[config.mk]
export PLATFORM = sky130hd
export DESIGN_NAME = bundle_unpacker
export DESIGN_NICKNAME = d
export VERILOG_FILES = /design/src/rtl/pa_isa_pkg.sv /design/src/rtl/bundle_fifo.sv /design/src/rtl/bundle_unpacker.sv
export SDC_FILE = /design/constraint.sdc
export NUM_CORES = 1
export LEC_CHECK = 0
export CAP_MARGIN = 15
export CORE_MARGIN = 2
export CORE_UTILIZATION = 50
export CTS_CLUSTER_DIAMETER = 60
export DETAILED_ROUTE_END_ITERATION = 12
export GPL_ROUTABILITY_DRIVEN = 0
export PLACE_DENSITY = 0.73
export SYNTH_ARGS = -nofsm -noshare
export SYNTH_HDL_FRONTEND = slang
export SYNTH_SLANG_ARGS = --single-unit
[constraint.sdc]
create_clock -name clock_i -period 6.83 [get_ports clock_i]
set_input_delay 1.366 -clock clock_i [delete_from_list [all_inputs] [get_ports clock_i]]
set_output_delay 1.366 -clock clock_i [all_outputs]
set_load 0.02 [all_outputs]
[src/rtl/pa_isa_pkg.sv]
// pa_isa_pkg: instruction/bundle widths, field positions and the field split shared by fetch, unpacker and decode.
package pa_isa_pkg;
    localparam int INSTR_W    = 30;
    localparam int BUNDLE_W   = 60;
    localparam int FORMAT_BIT = 29;
    localparam int BRANCH_BIT = 28;
    localparam int OPCODE_HI  = 27;
    localparam int OPCODE_LO  = 21;
    localparam int PRIM_HI    = 20;
    localparam int PRIM_LO    = 16;
    localparam int SEC_HI     = 15;
    localparam int SEC_LO     = 11;
    localparam int IMM_HI     = 15;
    localparam int IMM_LO     = 0;
    localparam logic [INSTR_W-1:0] NOP_INSTR = '0;

    typedef struct packed {
        logic        fmt;
        logic        branch;
        logic [6:0]  opcode;
        logic [4:0]  prim;
        logic [4:0]  sec;
        logic [15:0] imm;
    } instr_fields_t;

    // sec and imm share bits, so the field not selected by the format bit reads zero
    function automatic instr_fields_t split_instr(input logic [INSTR_W-1:0] i);
        instr_fields_t f;
        f.fmt    = i[FORMAT_BIT];
        f.branch = i[BRANCH_BIT];
        f.opcode = i[OPCODE_HI:OPCODE_LO];
        f.prim   = i[PRIM_HI:PRIM_LO];
        f.sec    = i[FORMAT_BIT] ? 5'd0 : i[SEC_HI:SEC_LO];
        f.imm    = i[FORMAT_BIT] ? i[IMM_HI:IMM_LO] : 16'd0;
        return f;
    endfunction
endpackage

[src/rtl/bundle_fifo.sv]
// bundle_fifo: DEPTH-entry circular bundle buffer; a push while full is taken only together with a pop.
module bundle_fifo
    import pa_isa_pkg::*;
#(
    parameter int DEPTH = 4
) (
    input  logic                    i_clk,
    input  logic                    i_rst_n,
    input  logic                    i_flush,
    input  logic                    i_push,
    input  logic                    i_pop,
    input  logic [BUNDLE_W-1:0]     i_data,
    output logic [BUNDLE_W-1:0]     o_data,
    output logic                    o_full,
    output logic                    o_empty,
    output logic [$clog2(DEPTH):0]  o_count
);
    localparam int AW = $clog2(DEPTH);

    logic [BUNDLE_W-1:0] r_mem [DEPTH];
    logic [AW-1:0]       r_wr;
    logic [AW-1:0]       r_rd;
    logic [AW:0]         r_cnt;
    logic                w_pop;
    logic                w_push;

    assign w_pop   = i_pop && !o_empty;
    assign w_push  = i_push && (!o_full || w_pop);
    assign o_full  = r_cnt == (AW+1)'(DEPTH);
    assign o_empty = r_cnt == '0;
    assign o_data  = r_mem[r_rd];
    assign o_count = r_cnt;

    always_ff @(posedge i_clk)
        if (w_push && !i_flush)
            r_mem[r_wr] <= i_data;

    // pointers wrap naturally because DEPTH is a power of two
    always_ff @(posedge i_clk or negedge i_rst_n) begin
        if (!i_rst_n) begin
            r_wr  <= '0;
            r_rd  <= '0;
            r_cnt <= '0;
        end else if (i_flush) begin
            r_wr  <= '0;
            r_rd  <= '0;
            r_cnt <= '0;
        end else begin
            r_wr  <= r_wr + AW'(w_push);
            r_rd  <= r_rd + AW'(w_pop);
            r_cnt <= r_cnt + (AW+1)'(w_push) - (AW+1)'(w_pop);
        end
    end
endmodule

[src/rtl/bundle_unpacker.sv]
// bundle_unpacker: fetch-to-decode bridge issuing one pre-split instruction per cycle from buffered bundles.
// BUNDLE_NOP_SKIP_EN: when defined, all-zero slots are never issued.
module bundle_unpacker
    import pa_isa_pkg::*;
#(
    parameter int DEPTH = 4
) (
    input  logic                    clock_i,
    input  logic                    reset_i,
    input  logic                    flush_i,
    input  logic [BUNDLE_W-1:0]     bundle_i,
    input  logic                    bundle_valid_i,
    input  logic                    ready_i,
    output logic                    instr_valid_o,
    output logic [INSTR_W-1:0]      instr_o,
    output logic                    format_o,
    output logic                    branch_o,
    output logic [6:0]              opcode_o,
    output logic [4:0]              prim_reg_o,
    output logic [4:0]              sec_reg_o,
    output logic [15:0]             imm_o,
    output logic                    slot_o,
    output logic                    stall_o,
    output logic                    overflow_o,
    output logic [$clog2(DEPTH):0]  count_o
);
    localparam int CW = $clog2(DEPTH) + 1;

    logic [BUNDLE_W-1:0] w_head;
    logic [INSTR_W-1:0]  w_s0;
    logic [INSTR_W-1:0]  w_s1;
    logic [INSTR_W-1:0]  w_instr;
    logic                w_full;
    logic                w_empty;
    logic                w_load;
    logic                w_pop;
    logic                w_issue;
    logic                w_slot;
    logic                r_sp;
    logic                r_valid;
    logic                r_slot;
    logic                r_ovf;
    logic [INSTR_W-1:0]  r_instr;
    instr_fields_t       r_f;

    bundle_fifo #(.DEPTH(DEPTH)) u_fifo (
        .i_clk   (clock_i),
        .i_rst_n (reset_i),
        .i_flush (flush_i),
        .i_push  (bundle_valid_i),
        .i_pop   (w_pop),
        .i_data  (bundle_i),
        .o_data  (w_head),
        .o_full  (w_full),
        .o_empty (w_empty),
        .o_count (count_o)
    );

    assign w_s0   = w_head[BUNDLE_W-1:INSTR_W];
    assign w_s1   = w_head[INSTR_W-1:0];
    assign w_load = !r_valid || ready_i;

`ifdef BUNDLE_NOP_SKIP_EN
    // a zero slot 0 is skipped straight to slot 1; a bundle whose remaining slot is zero is popped early
    assign w_slot  = r_sp || w_s0 == NOP_INSTR;
    assign w_instr = w_slot ? w_s1 : w_s0;
    assign w_issue = !w_empty && w_instr != NOP_INSTR;
    assign w_pop   = w_load && !w_empty && (w_slot || w_s1 == NOP_INSTR);
`else
    assign w_slot  = r_sp;
    assign w_instr = r_sp ? w_s1 : w_s0;
    assign w_issue = !w_empty;
    assign w_pop   = w_load && !w_empty && r_sp;
`endif

    always_ff @(posedge clock_i or negedge reset_i) begin
        if (!reset_i) begin
            r_sp    <= 1'b0;
            r_valid <= 1'b0;
            r_slot  <= 1'b0;
            r_ovf   <= 1'b0;
            r_instr <= NOP_INSTR;
            r_f     <= '0;
        end else if (flush_i) begin
            r_sp    <= 1'b0;
            r_valid <= 1'b0;
        end else begin
            r_ovf <= r_ovf || (bundle_valid_i && w_full && !w_pop);
            if (w_load) begin
                r_valid <= w_issue;
                if (!w_empty)
                    r_sp <= !w_pop;
                if (w_issue) begin
                    r_instr <= w_instr;
                    r_f     <= split_instr(w_instr);
                    r_slot  <= w_slot;
                end
            end
        end
    end

    assign instr_valid_o = r_valid;
    assign instr_o       = r_instr;
    assign format_o      = r_f.fmt;
    assign branch_o      = r_f.branch;
    assign opcode_o      = r_f.opcode;
    assign prim_reg_o    = r_f.prim;
    assign sec_reg_o     = r_f.sec;
    assign imm_o         = r_f.imm;
    assign slot_o        = r_slot;
    assign overflow_o    = r_ovf;
    // one free entry is kept for the bundle already in flight from fetch
    assign stall_o       = count_o >= CW'(DEPTH - 1);
endmodule

==> results.py, run 1 <==
metrics = {
    "final_layout": {
        "syn_to_final_growth_pct": 21.6,
        "stdcell_area_mm2": 0.0145,
        "final_cell_count_no_fill": 1092,
        "fill_cells": 1697,
        "fin_util_pct": 61.8,
        "drive_gt1_share_pct": 19.8,
        "finalNetCount": 818,
    },
    "power_and_ir_drop": {
        "power_mw": 5.84,
        "p_leak_nw": 4.87,
        "peakVddDrop_mv": 0.267,
        "pwr_density_cell_mw_per_mm2": 403,
    },
    "drt": {
        "first_iter_violations": 460,
        "drt_wl_total_um": 24100,
        "antenna_left": 0,
        "vias": 6287,
        "drc": 0,
        "viasPerCell": 5.76,
        "first_pass_iters": 4,
        "wl_per_cell_um": 22.1,
    },
    "placed_design": {
        "post_dp_cell_area_mm2": 0.0135,
        "dpl_worst_slack_ns": 2.63,
        "place_inst": 1031,
        "port_buffers": 136,
        "dp_hpwl_um": 13900,
    },
    "global_route": {
        "grt_overflow": 0,
        "antenna_found_initial": 1,
        "grt_pass1_vias": 6567,
        "grtUsageTotal_pct": 19.5,
        "grt_start_max_net_pins": 63,
        "grt_pass1_wl_um": 36500,
    },
    "clocking": {
        "cts_buffers": 31,
        "ctsResizeCount": 0,
        "cts_buffer_depth": 3,
        "cts.hold.buffers_added": 0,
        "cts.clk_slew.worst_paths_ns": 0.06,
        "ctsRootBufferMaster": "clkbuf_16",
        "clkLatencyLatePin_ns": 0.55,
        "cts_max_level": 1,
        "post_cts_buffers": 0,
        "cts_sinks": 302,
        "tritoncts": "done",
    },
    "synth": {
        "yosysTopAreaCell": "edfxtp_1",
        "syn_avg_cell_area_um2": 19.2,
        "synth_cell_types": 37,
        "yosysWarnings": 0,
        "synth_enable_flop_cells": 240,
        "yosysTopAreaCellShare_pct": 60.6,
        "syn_area_mm2": 0.0119,
        "synth_fp_nets": 692,
        "synth_area_leaders": "edfxtp_1 (61%), dfrtp_1 (13%), mux2_2 (5.2%)",
        "ys_seq_elements": 302,
        "synthCells": 621,
        "yosysMostFrequentCell": "edfxtp_1",
        "synth_common_cells": "edfxtp_1 (240), dfrtp_1 (62), mux2_2 (55)",
        "ys_seq_area_share_pct": 73.6,
        "async_flop_share_pct": 20.5,
        "synth_ff_type": "edfxtp_1",
    },
    "floorplanning": {
        "fp.dieW_um": 158,
        "io_pins": 137,
        "core_area_mm2": 0.0234,
        "initial_core_util_pct": 50.8,
        "dieHeight_um": 158,
        "die-area_mm2": 0.0250,
        "num_rows": 56,
    },
    "outcome": {
        "outcome": "finished clean",
    },
    "critical_path": {
        "reg2reg_from": "u_fifo.r_rd[0]",
        "crit_family": "simple AND/OR/NAND/NOR gates",
        "cp.arrival_ns": 4.06,
        "worst-path-max-fanout": 39,
        "crit_path_start": "ready_i",
        "endpoint": "u_fifo.o_count[2]",
        "worst_path_largest_cell_delay_ns": 0.75,
        "crit_required_ns": 7.22,
        "r2r_end": "instr_o[28]",
        "critPathLaunchType": "input port",
        "r2r_cells": 4,
        "r2r_setup_slack_ns": 3.94,
        "cp-end-kind": "register",
        "crit_path_cell_trace": "clkdlybuf4s50_1, nor2b_4, nor3b_1, ha_1, inv_1, ha_1, inv_1, fa_1, xor2_1, nor2_1",
        "critPathBufInv": 3,
        "worstSetupPathType": "input port to register",
        "path_depth": 10,
        "slowest_stage": "nor2b_4",
    },
    "worst_hold_path": {
        "hp-class": "register to register",
        "hold_depth": 1,
    },
    "timing": {
        "report.final.slew_viol_count": 0,
        "min_period_over_period_pct": 53.7,
        "fin_crit_ns": 3.67,
        "fin_hold_ws_ns": 0.477,
        "hold_viol_final": 0,
        "max_freq_mhz": 272,
        "skew_ns": 0.0107,
        "rsz0062_at_grt": "false",
        "tightest_slew_ns": 0.950,
        "worst_slack_ns": 3.16,
        "setup_viol": 0,
        "maxSlewHeadroom_pct": 36.6,
        "tns_ns": 0,
    },
    "run": {
        "drv_cap": 0,
    },
}
## per-layer routing
layer | share of wire [%] | vias up | GRT usage, %
li1 | - | 2797 | -
met1 | 40 | 3230 | 25.3
met2 | 50 | 209 | 33.3
met3 | 6.9 | 51 | 3.76
met4 | 3.1 | 0 | 6.65
met5 | 0 | - | 0
## how the worst min path moves through the flow
| stage | start | end | slack (ns) |
|---|---|---|---|
| 6_report | overflow_o | overflow_o | 0.48 |
| 5_1_grt | overflow_o | overflow_o | 0.51 |
| 4_1_cts | overflow_o | overflow_o | 0.48 |
| 3_5_place_dp | overflow_o | overflow_o | 0.47 |
| 3_3_place_gp | overflow_o | overflow_o | 0.46 |
| 2_1_floorplan | u_fifo.r_wr[1] | u_fifo.r_wr[1] | 0.56 |
## logic make-up (layout without fill, tap and decap cells)
family | after synthesis | count (layout) | synth area share [%]
other cells | 0 | 1 | 0
flops | 302 | 302 | 73.6
mux | 119 | 119 | 14.3
buf+inv | 59 | 210 | 2.82
xor+xnor | 3 | 3 | 0.221
compound gates | 108 | 108 | 7.23
simple gates | 24 | 24 | 1.15
fa+ha+maj | 6 | 6 | 0.694
## where the power goes
| part | leakage, nW | switching (mW) | total (mW) | internal (mW) |
|---|---|---|---|---|
| clock network | 0.476 | 0.660 | 1.60 | 0.936 |
| logic | 1.45 | 0.919 | 1.78 | 0.866 |
| registers | 2.95 | 0.209 | 2.46 | 2.25 |
| total | 4.87 | 1.79 | 5.84 | 4.05 |
## flip-flops by register name (all words and copies together), names as in the netlist
| name | cells |
|---|---|
| u_fifo.r_mem | 240 |
| instr_o | 30 |
| imm_o | 16 |
| sec_reg_o | 5 |
| u_fifo.o_count | 3 |
| u_fifo.r_rd | 2 |
| u_fifo.r_wr | 2 |
| instr_valid_o | 1 |
| overflow_o | 1 |
| r_sp | 1 |
| slot_o | 1 |
## cell usage in the layout, fill, tap and decap left out, types with 2 or more instances in the layout
master             n
xnor2_1            2
inv_1              5
mux4_1             8
inv_6              3
nand2b_1           2
a21oi_1            2
nor4b_2            2
clkbuf_16         31
nor2b_1            5
ha_1               5
nand2_1            4
mux2_2            55
clkinv_1           4
clkbuf_1          10
o22ai_1           14
dfrtp_1           60
o41ai_1           14
buf_4             10
mux2i_1           30
a22o_1            15
clkinv_2           5
edfxtp_1         240
clkdlybuf4s50_1  134
mux4_2            24
o31ai_1           54
clkbuf_8           2
o41ai_2            4
o21ai_0            3
nor2_1             5
bufinv_16          2
## worst reg2reg max path: cells and delay by family, from the launching register on
family / cells / cell delay (ns)
buffers and inverters: 1 / 0.83
flip-flops: 1 / 0.83
multiplexers: 3 / 1.13
## layout make-up
cell class / instances / area (µm²) / share of cell area, %
Clock buffer: 43 / 841 / 5.81
Multi-Input combinational cell: 260 / 2850 / 19.7
Tap cell: 319 / 399 / 2.76
Clock inverter: 15 / 134 / 0.926
Inverter: 5 / 18.8 / 0.130
Antenna cell: 1 / 2.50 / 0.0173
Timing Repair Buffer: 147 / 1450 / 10.0
Sequential cell: 302 / 8760 / 60.6
Power figures use the tool's default switching activity.
==> run 2, diff against run 1 <==
--- a/config.mk
+++ b/config.mk
@@ -7,11 +7,11 @@
 export LEC_CHECK = 0
 export CAP_MARGIN = 15
 export CORE_MARGIN = 2
-export CORE_UTILIZATION = 50
+export CORE_UTILIZATION = 56
 export CTS_CLUSTER_DIAMETER = 60
 export DETAILED_ROUTE_END_ITERATION = 12
 export GPL_ROUTABILITY_DRIVEN = 0
-export PLACE_DENSITY = 0.73
+export PLACE_DENSITY = 0.78
 export SYNTH_ARGS = -nofsm -noshare
 export SYNTH_HDL_FRONTEND = slang
 export SYNTH_SLANG_ARGS = --single-unit
==> constraint.sdc (replaced) <==
create_clock -name clock_i -period 3.8 [get_ports clock_i]
set_input_delay 0.76 -clock clock_i [delete_from_list [all_inputs] [get_ports clock_i]]
set_output_delay 0.76 -clock clock_i [all_outputs]
set_load 0.02 [all_outputs]
==> run 2 against run 1 <==
First-iteration DRC count rose by 18%. Sequential share of layout area fell by 0.73 points. Sequential cell count did not move. Cell count fell by 4.0%. Count of clock-buffer cells in the layout fell by 3. Die area fell by 10%. Sequential power rose by 78%. Largest power group unchanged. Register-to-register slack got worse by 2.9 ns.
==> results.py, run 2 (synthesized netlist as in run 1, its figures left out) <==
metrics = {
    "clocking": {
        "cts.hold.buffers_added": 0,
        "cts.clk_slew.worst_paths_ns": 0.06,
        "cts_max_level": 1,
        "clkLatencyLatePin_ns": 0.55,
        "cts_buffers": 30,
        "cts_buffer_depth": 3,
        "ctsResizeCount": 0,
        "ctsRootBufferMaster": "clkbuf_16",
        "tritoncts": "done",
        "post_cts_buffers": 0,
        "cts_sinks": 302,
    },
    "final_layout": {
        "layout_common_cells": "edfxtp_1 (240), clkdlybuf4s50_1 (134), dfrtp_1 (60)",
        "syn_to_final_growth_pct": 23.0,
        "top_register": "u_fifo.r_mem",
        "drive_gt1_share_pct": 21.0,
        "seqCellArea_mm2": 0.00876,
        "largest_reg_flops": 240,
        "layout_commonest_cell": "edfxtp_1",
        "finalNetCount": 820,
        "n_antenna_cell": 0,
        "fill_cells": 1305,
        "multiInputGateArea_mm2": 0.00288,
    },
    "drt": {
        "viasPerCell": 6.14,
        "first_pass_iters": 5,
        "vias": 6433,
        "drc": 0,
        "wl_per_cell_um": 24.4,
        "antenna_left": 0,
        "drt_wl_total_um": 25500,
        "first_iter_violations": 545,
    },
    "critical_path": {
        "critPathLaunchType": "input port",
        "crit_required_ns": 4.23,
        "worstSetupPathType": "input port to register",
        "cp-end-kind": "register",
        "cp.arrival_ns": 3.46,
        "worst-path-max-fanout": 39,
        "r2r_cells": 9,
    },
    "power_and_ir_drop": {
        "seq_power_share_pct": 40.2,
        "p_leak_nw": 4.96,
        "pwr_density_cell_mw_per_mm2": 744,
        "p_clk_share_pct": 29.3,
        "combPwrFrac_pct": 30.4,
        "p_sw_share_pct": 30.2,
        "power_switching_mw": 3.29,
        "p_int_mw": 7.60,
        "peakVddDrop_mv": 0.520,
    },
    "placed_design": {
        "dp_hpwl_um": 15300,
        "dpl_worst_slack_ns": 0.234,
        "port_buffers": 136,
    },
    "timing": {
        "tightest_slew_ns": 0.996,
        "max_freq_mhz": 330,
        "rsz0062_at_grt": "false",
        "setup_viol": 0,
        "tns_ns": 0,
        "maxSlewHeadroom_pct": 33.5,
        "report.final.slew_viol_count": 0,
        "skew_ns": 0.0106,
        "fin_crit_ns": 3.03,
        "worst_slack_ns": 0.766,
        "hold_viol_final": 0,
        "min_period_over_period_pct": 79.8,
        "fin_hold_ws_ns": 0.322,
    },
    "global_route": {
        "grt_pass1_wl_um": 39000,
        "grt_overflow": 0,
        "grt_pass1_vias": 6572,
        "antenna_found_initial": 0,
        "grt_start_max_net_pins": 63,
        "grtUsageTotal_pct": 23.2,
    },
    "run": {
        "drv_cap": 0,
    },
    "floorplanning": {
        "die-area_mm2": 0.0224,
        "num_rows": 53,
        "io_pins": 137,
        "core_area_mm2": 0.0210,
        "fp.dieW_um": 150,
        "initial_core_util_pct": 56.8,
        "dieHeight_um": 150,
    },
    "outcome": {
        "outcome": "finished clean",
    },
    "worst_hold_path": {
        "hp-class": "input port to async pin",
    },
}
==> run 2: cell type report <==
| type | count | share of cell area [%] |
|---|---|---|
| Timing Repair Buffer | 150 | 10.5 |
| Tap cell | 275 | 2.35 |
| Multi-Input combinational cell | 260 | 19.7 |
| Sequential cell | 302 | 59.9 |
| Clock inverter | 16 | 1.65 |
| Clock buffer | 40 | 5.87 |
| Inverter | 5 | 0.128 |
==> run 2: per-layer routing <==
metal | GRT usage (%) | vias up | share of wire (%)
met3 | 3.99 | 36 | 7.7
met4 | 5.66 | 0 | 1.7
li1 | - | 2792 | -
met1 | 33.0 | 3308 | 41
met2 | 38.1 | 297 | 49
met5 | 0 | - | 0
==> run 2: critical path, stage by stage <==
cell,delay (ns)
clkdlybuf4s50_1,0.47
nor2b_4,0.80
nor3b_1,0.23
ha_1,0.34
inv_1,0.06
ha_1,0.13
inv_1,0.05
fa_1,0.40
xor2_1,0.17
nor2_1,0.06
==> run 2: stage by stage <==
step                      total power, mW  utilization (%)  cells  cell area (µm²)
after floorplan                      6.49                -    621            11900
after global placement               7.64             64.6    992            13500
after detailed placement             7.74             64.6    992            13500
after CTS                            10.9             69.9   1048            14600
after global routing                 11.3             69.9   1048            14600
final                                10.9             69.9   1048            14600
==> run 2: path summary, 6_finish.rpt <==
kind                               start           endpoint  slack (ns)
setup / recovery                 ready_i  u_fifo.o_count[2]        0.77
hold / removal                   reset_i         overflow_o        0.32
setup reg to reg           instr_valid_o  u_fifo.o_count[2]        1.06
hold reg to reg               overflow_o         overflow_o        0.48
max in group asynchronous        reset_i     u_fifo.r_rd[0]        2.87
min in group clock_i          overflow_o         overflow_o        0.48
==> run 2: power groups by stage <==
stage,clock [mW],combinational (mW),sequential [mW]
after floorplan,0,1.85,4.64
after global placement,0,3.22,4.42
after detailed placement,0,3.29,4.45
after CTS,3.24,3.32,4.39
after global routing,3.37,3.52,4.43
final,3.20,3.32,4.38
==> run 3, diff against run 2 <==
--- a/config.mk
+++ b/config.mk
@@ -7,11 +7,11 @@
 export LEC_CHECK = 0
 export CAP_MARGIN = 15
 export CORE_MARGIN = 2
-export CORE_UTILIZATION = 56
+export CORE_UTILIZATION = 50
 export CTS_CLUSTER_DIAMETER = 60
 export DETAILED_ROUTE_END_ITERATION = 12
 export GPL_ROUTABILITY_DRIVEN = 0
-export PLACE_DENSITY = 0.78
+export PLACE_DENSITY = 0.73
 export SYNTH_ARGS = -nofsm -noshare
 export SYNTH_HDL_FRONTEND = slang
 export SYNTH_SLANG_ARGS = --single-unit
==> constraint.sdc (replaced) <==
create_clock -name clock_i -period 2.59 [get_ports clock_i]
set_input_delay 0.518 -clock clock_i [delete_from_list [all_inputs] [get_ports clock_i]]
set_output_delay 0.518 -clock clock_i [all_outputs]
set_load 0.02 [all_outputs]
==> run 3 against run 2 <==
Register-to-register slack lost 0.69 ns. First-iteration DRC count shrank 33%. Count of clock-buffer cells in the layout grew 2. Core utilization shrank 7.0 points. Non-clock buffer count grew 14. Global-route usage shrank 3.0 points. Largest cell class unchanged.
==> results.py, run 3 (synthesized netlist as in run 1, its figures left out) <==
metrics = {
    "outcome": {
        "outcome": "finished clean",
    },
    "final_layout": {
        "largest_reg_flops": 240,
        "syn_to_final_growth_pct": 23.7,
        "fill_cells": 1685,
        "layout_commonest_cell": "edfxtp_1",
        "top_register": "u_fifo.r_mem",
        "layout_common_cells": "edfxtp_1 (240), clkdlybuf4s50_1 (133), dfrtp_1 (60)",
        "fin_util_pct": 62.9,
        "drive_gt1_share_pct": 21.6,
        "stdcell_area_mm2": 0.0147,
        "finalNetCount": 834,
    },
    "critical_path": {
        "critPathLaunchType": "register",
        "reg2reg_from": "u_fifo.r_rd[1]",
        "critPathBufInv": 1,
        "cp-end-kind": "output pin",
        "worst-path-max-fanout": 6,
        "worstSetupPathType": "register to output pin",
        "cp.arrival_ns": 1.73,
        "crit_family": "buffers and inverters",
        "slowest_stage": "clkdlybuf4s50_1",
        "crit_path_start": "u_fifo.o_count[1]",
        "worst_path_largest_cell_delay_ns": 0.68,
        "crit_required_ns": 2.07,
        "crit_path_cell_trace": "clkdlybuf4s50_1",
    },
    "placed_design": {
        "post_dp_cell_area_mm2": 0.0138,
        "port_buffers": 136,
        "dp_hpwl_um": 15300,
    },
    "drt": {
        "wl_per_cell_um": 22.8,
        "viasPerCell": 5.79,
        "first_pass_iters": 5,
        "antenna_left": 0,
        "drc": 0,
        "first_iter_violations": 367,
        "vias": 6419,
        "drt_wl_total_um": 25300,
    },
    "global_route": {
        "grt_start_max_net_pins": 63,
        "antenna_found_initial": 1,
        "grt_overflow": 0,
        "grtUsageTotal_pct": 20.2,
        "grt_pass1_wl_um": 37900,
        "grt_pass1_vias": 6807,
    },
    "timing": {
        "fin_crit_ns": 2.25,
        "min_period_over_period_pct": 86.8,
        "tightest_slew_ns": 0.858,
        "max_freq_mhz": 445,
        "maxSlewHeadroom_pct": 42.8,
        "setup_viol": 0,
        "rsz0062_at_grt": "false",
        "skew_ns": 0.0133,
        "report.final.slew_viol_count": 0,
        "hold_viol_final": 0,
    },
    "power_and_ir_drop": {
        "pwr_density_cell_mw_per_mm2": 1050,
        "p_leak_nw": 5.00,
        "peakVddDrop_mv": 0.646,
    },
    "floorplanning": {
        "num_rows": 56,
        "dieHeight_um": 158,
        "io_pins": 137,
        "fp.dieW_um": 158,
        "initial_core_util_pct": 50.8,
        "core_area_mm2": 0.0234,
        "die-area_mm2": 0.0250,
    },
    "worst_hold_path": {
        "hp-class": "input port to async pin",
    },
    "run": {
        "drv_cap": 0,
    },
    "clocking": {
        "cts_sinks": 302,
        "cts_max_level": 1,
        "ctsRootBufferMaster": "clkbuf_16",
        "cts.clk_slew.worst_paths_ns": 0.06,
        "tritoncts": "done",
        "clkLatencyLatePin_ns": 0.54,
        "cts_buffer_depth": 3,
        "cts_buffers": 30,
    },
}
run 3: cell count changes in the layout (fill, tap and decap cells not counted), sizes merged:
cell,delta
bufinv,-5
dlymetal6s2s,+1
clkdlybuf4s50,-1
clkinv,+7
diode,+2
clkbuf,+2
clkinvlp,-4
buf,+14
run 3: path summary, 6_finish.rpt:
| path | end | slack (ns) | depth (start not counted) |
|---|---|---|---|
| max | count_o[1] | 0.34 | 1 |
| min | u_fifo.o_count[0] | 0.1 | 1 |
| max reg2reg | imm_o[15] | 0.37 | 3 |
| min reg2reg | overflow_o | 0.48 | 1 |
| max in group asynchronous | u_fifo.r_rd[0] | 1.88 | 1 |
| min in group clock_i | u_fifo.o_count[1] | 0.37 | 2 |
run 3: what timing repair did:
action / in CTS / in global routing
buffers inserted: 0 / 0
hold buffers: 0 / 0
resized for setup: 0 / 1
setup endpoints to repair: 0 / 1
run 3: where the power goes:
part / internal, mW / switching [mW] / leakage [nW] / total (mW)
Combinational: 2.40 / 2.56 / 1.58 / 4.96
Sequential: 5.92 / 0.522 / 2.95 / 6.44
Clock: 2.39 / 1.69 / 0.465 / 4.07
Total: 10.7 / 4.77 / 5.00 / 15.5
run 3: area by class of cell:
class	instances	area, µm²	area share [%]
Sequential cell	302	8760	59.5
Multi-Input combinational cell	260	2920	19.8
Timing Repair Buffer	164	1670	11.3
Clock buffer	42	857	5.82
Tap cell	319	399	2.71
Clock inverter	14	85.1	0.578
Inverter	5	26.3	0.179
Antenna cell	2	5.00	0.0340
run 3: metal layers:
metal / vias up / track usage (%) / wire length (µm)
li1: 2825 / - / -
met1: 3299 / 26.1 / 10200
met2: 246 / 34.6 / 12600
met3: 49 / 3.78 / 1670
met4: 0 / 6.99 / 818
met5: - / 0 / 0
run 3: through the flow:
stage | std cells | hold slack [ns] | setup TNS (ns) | setup slack (ns) | power (mW)
2_1_floorplan | 621 | 0.222 | -156.14 | -0.693 | 9.56
6_report | 1108 | 0.0962 | 0 | 0.342 | 15.5
5_1_grt | 1106 | 0.154 | 0 | 0.251 | 16.1
3_5_place_dp | 1050 | 0.479 | -0.113 | -0.0402 | 11.5
4_1_cts | 1106 | 0.110 | 0 | 0.0345 | 15.6
3_3_place_gp | 1050 | 0.485 | -0.0205 | -0.0205 | 11.4
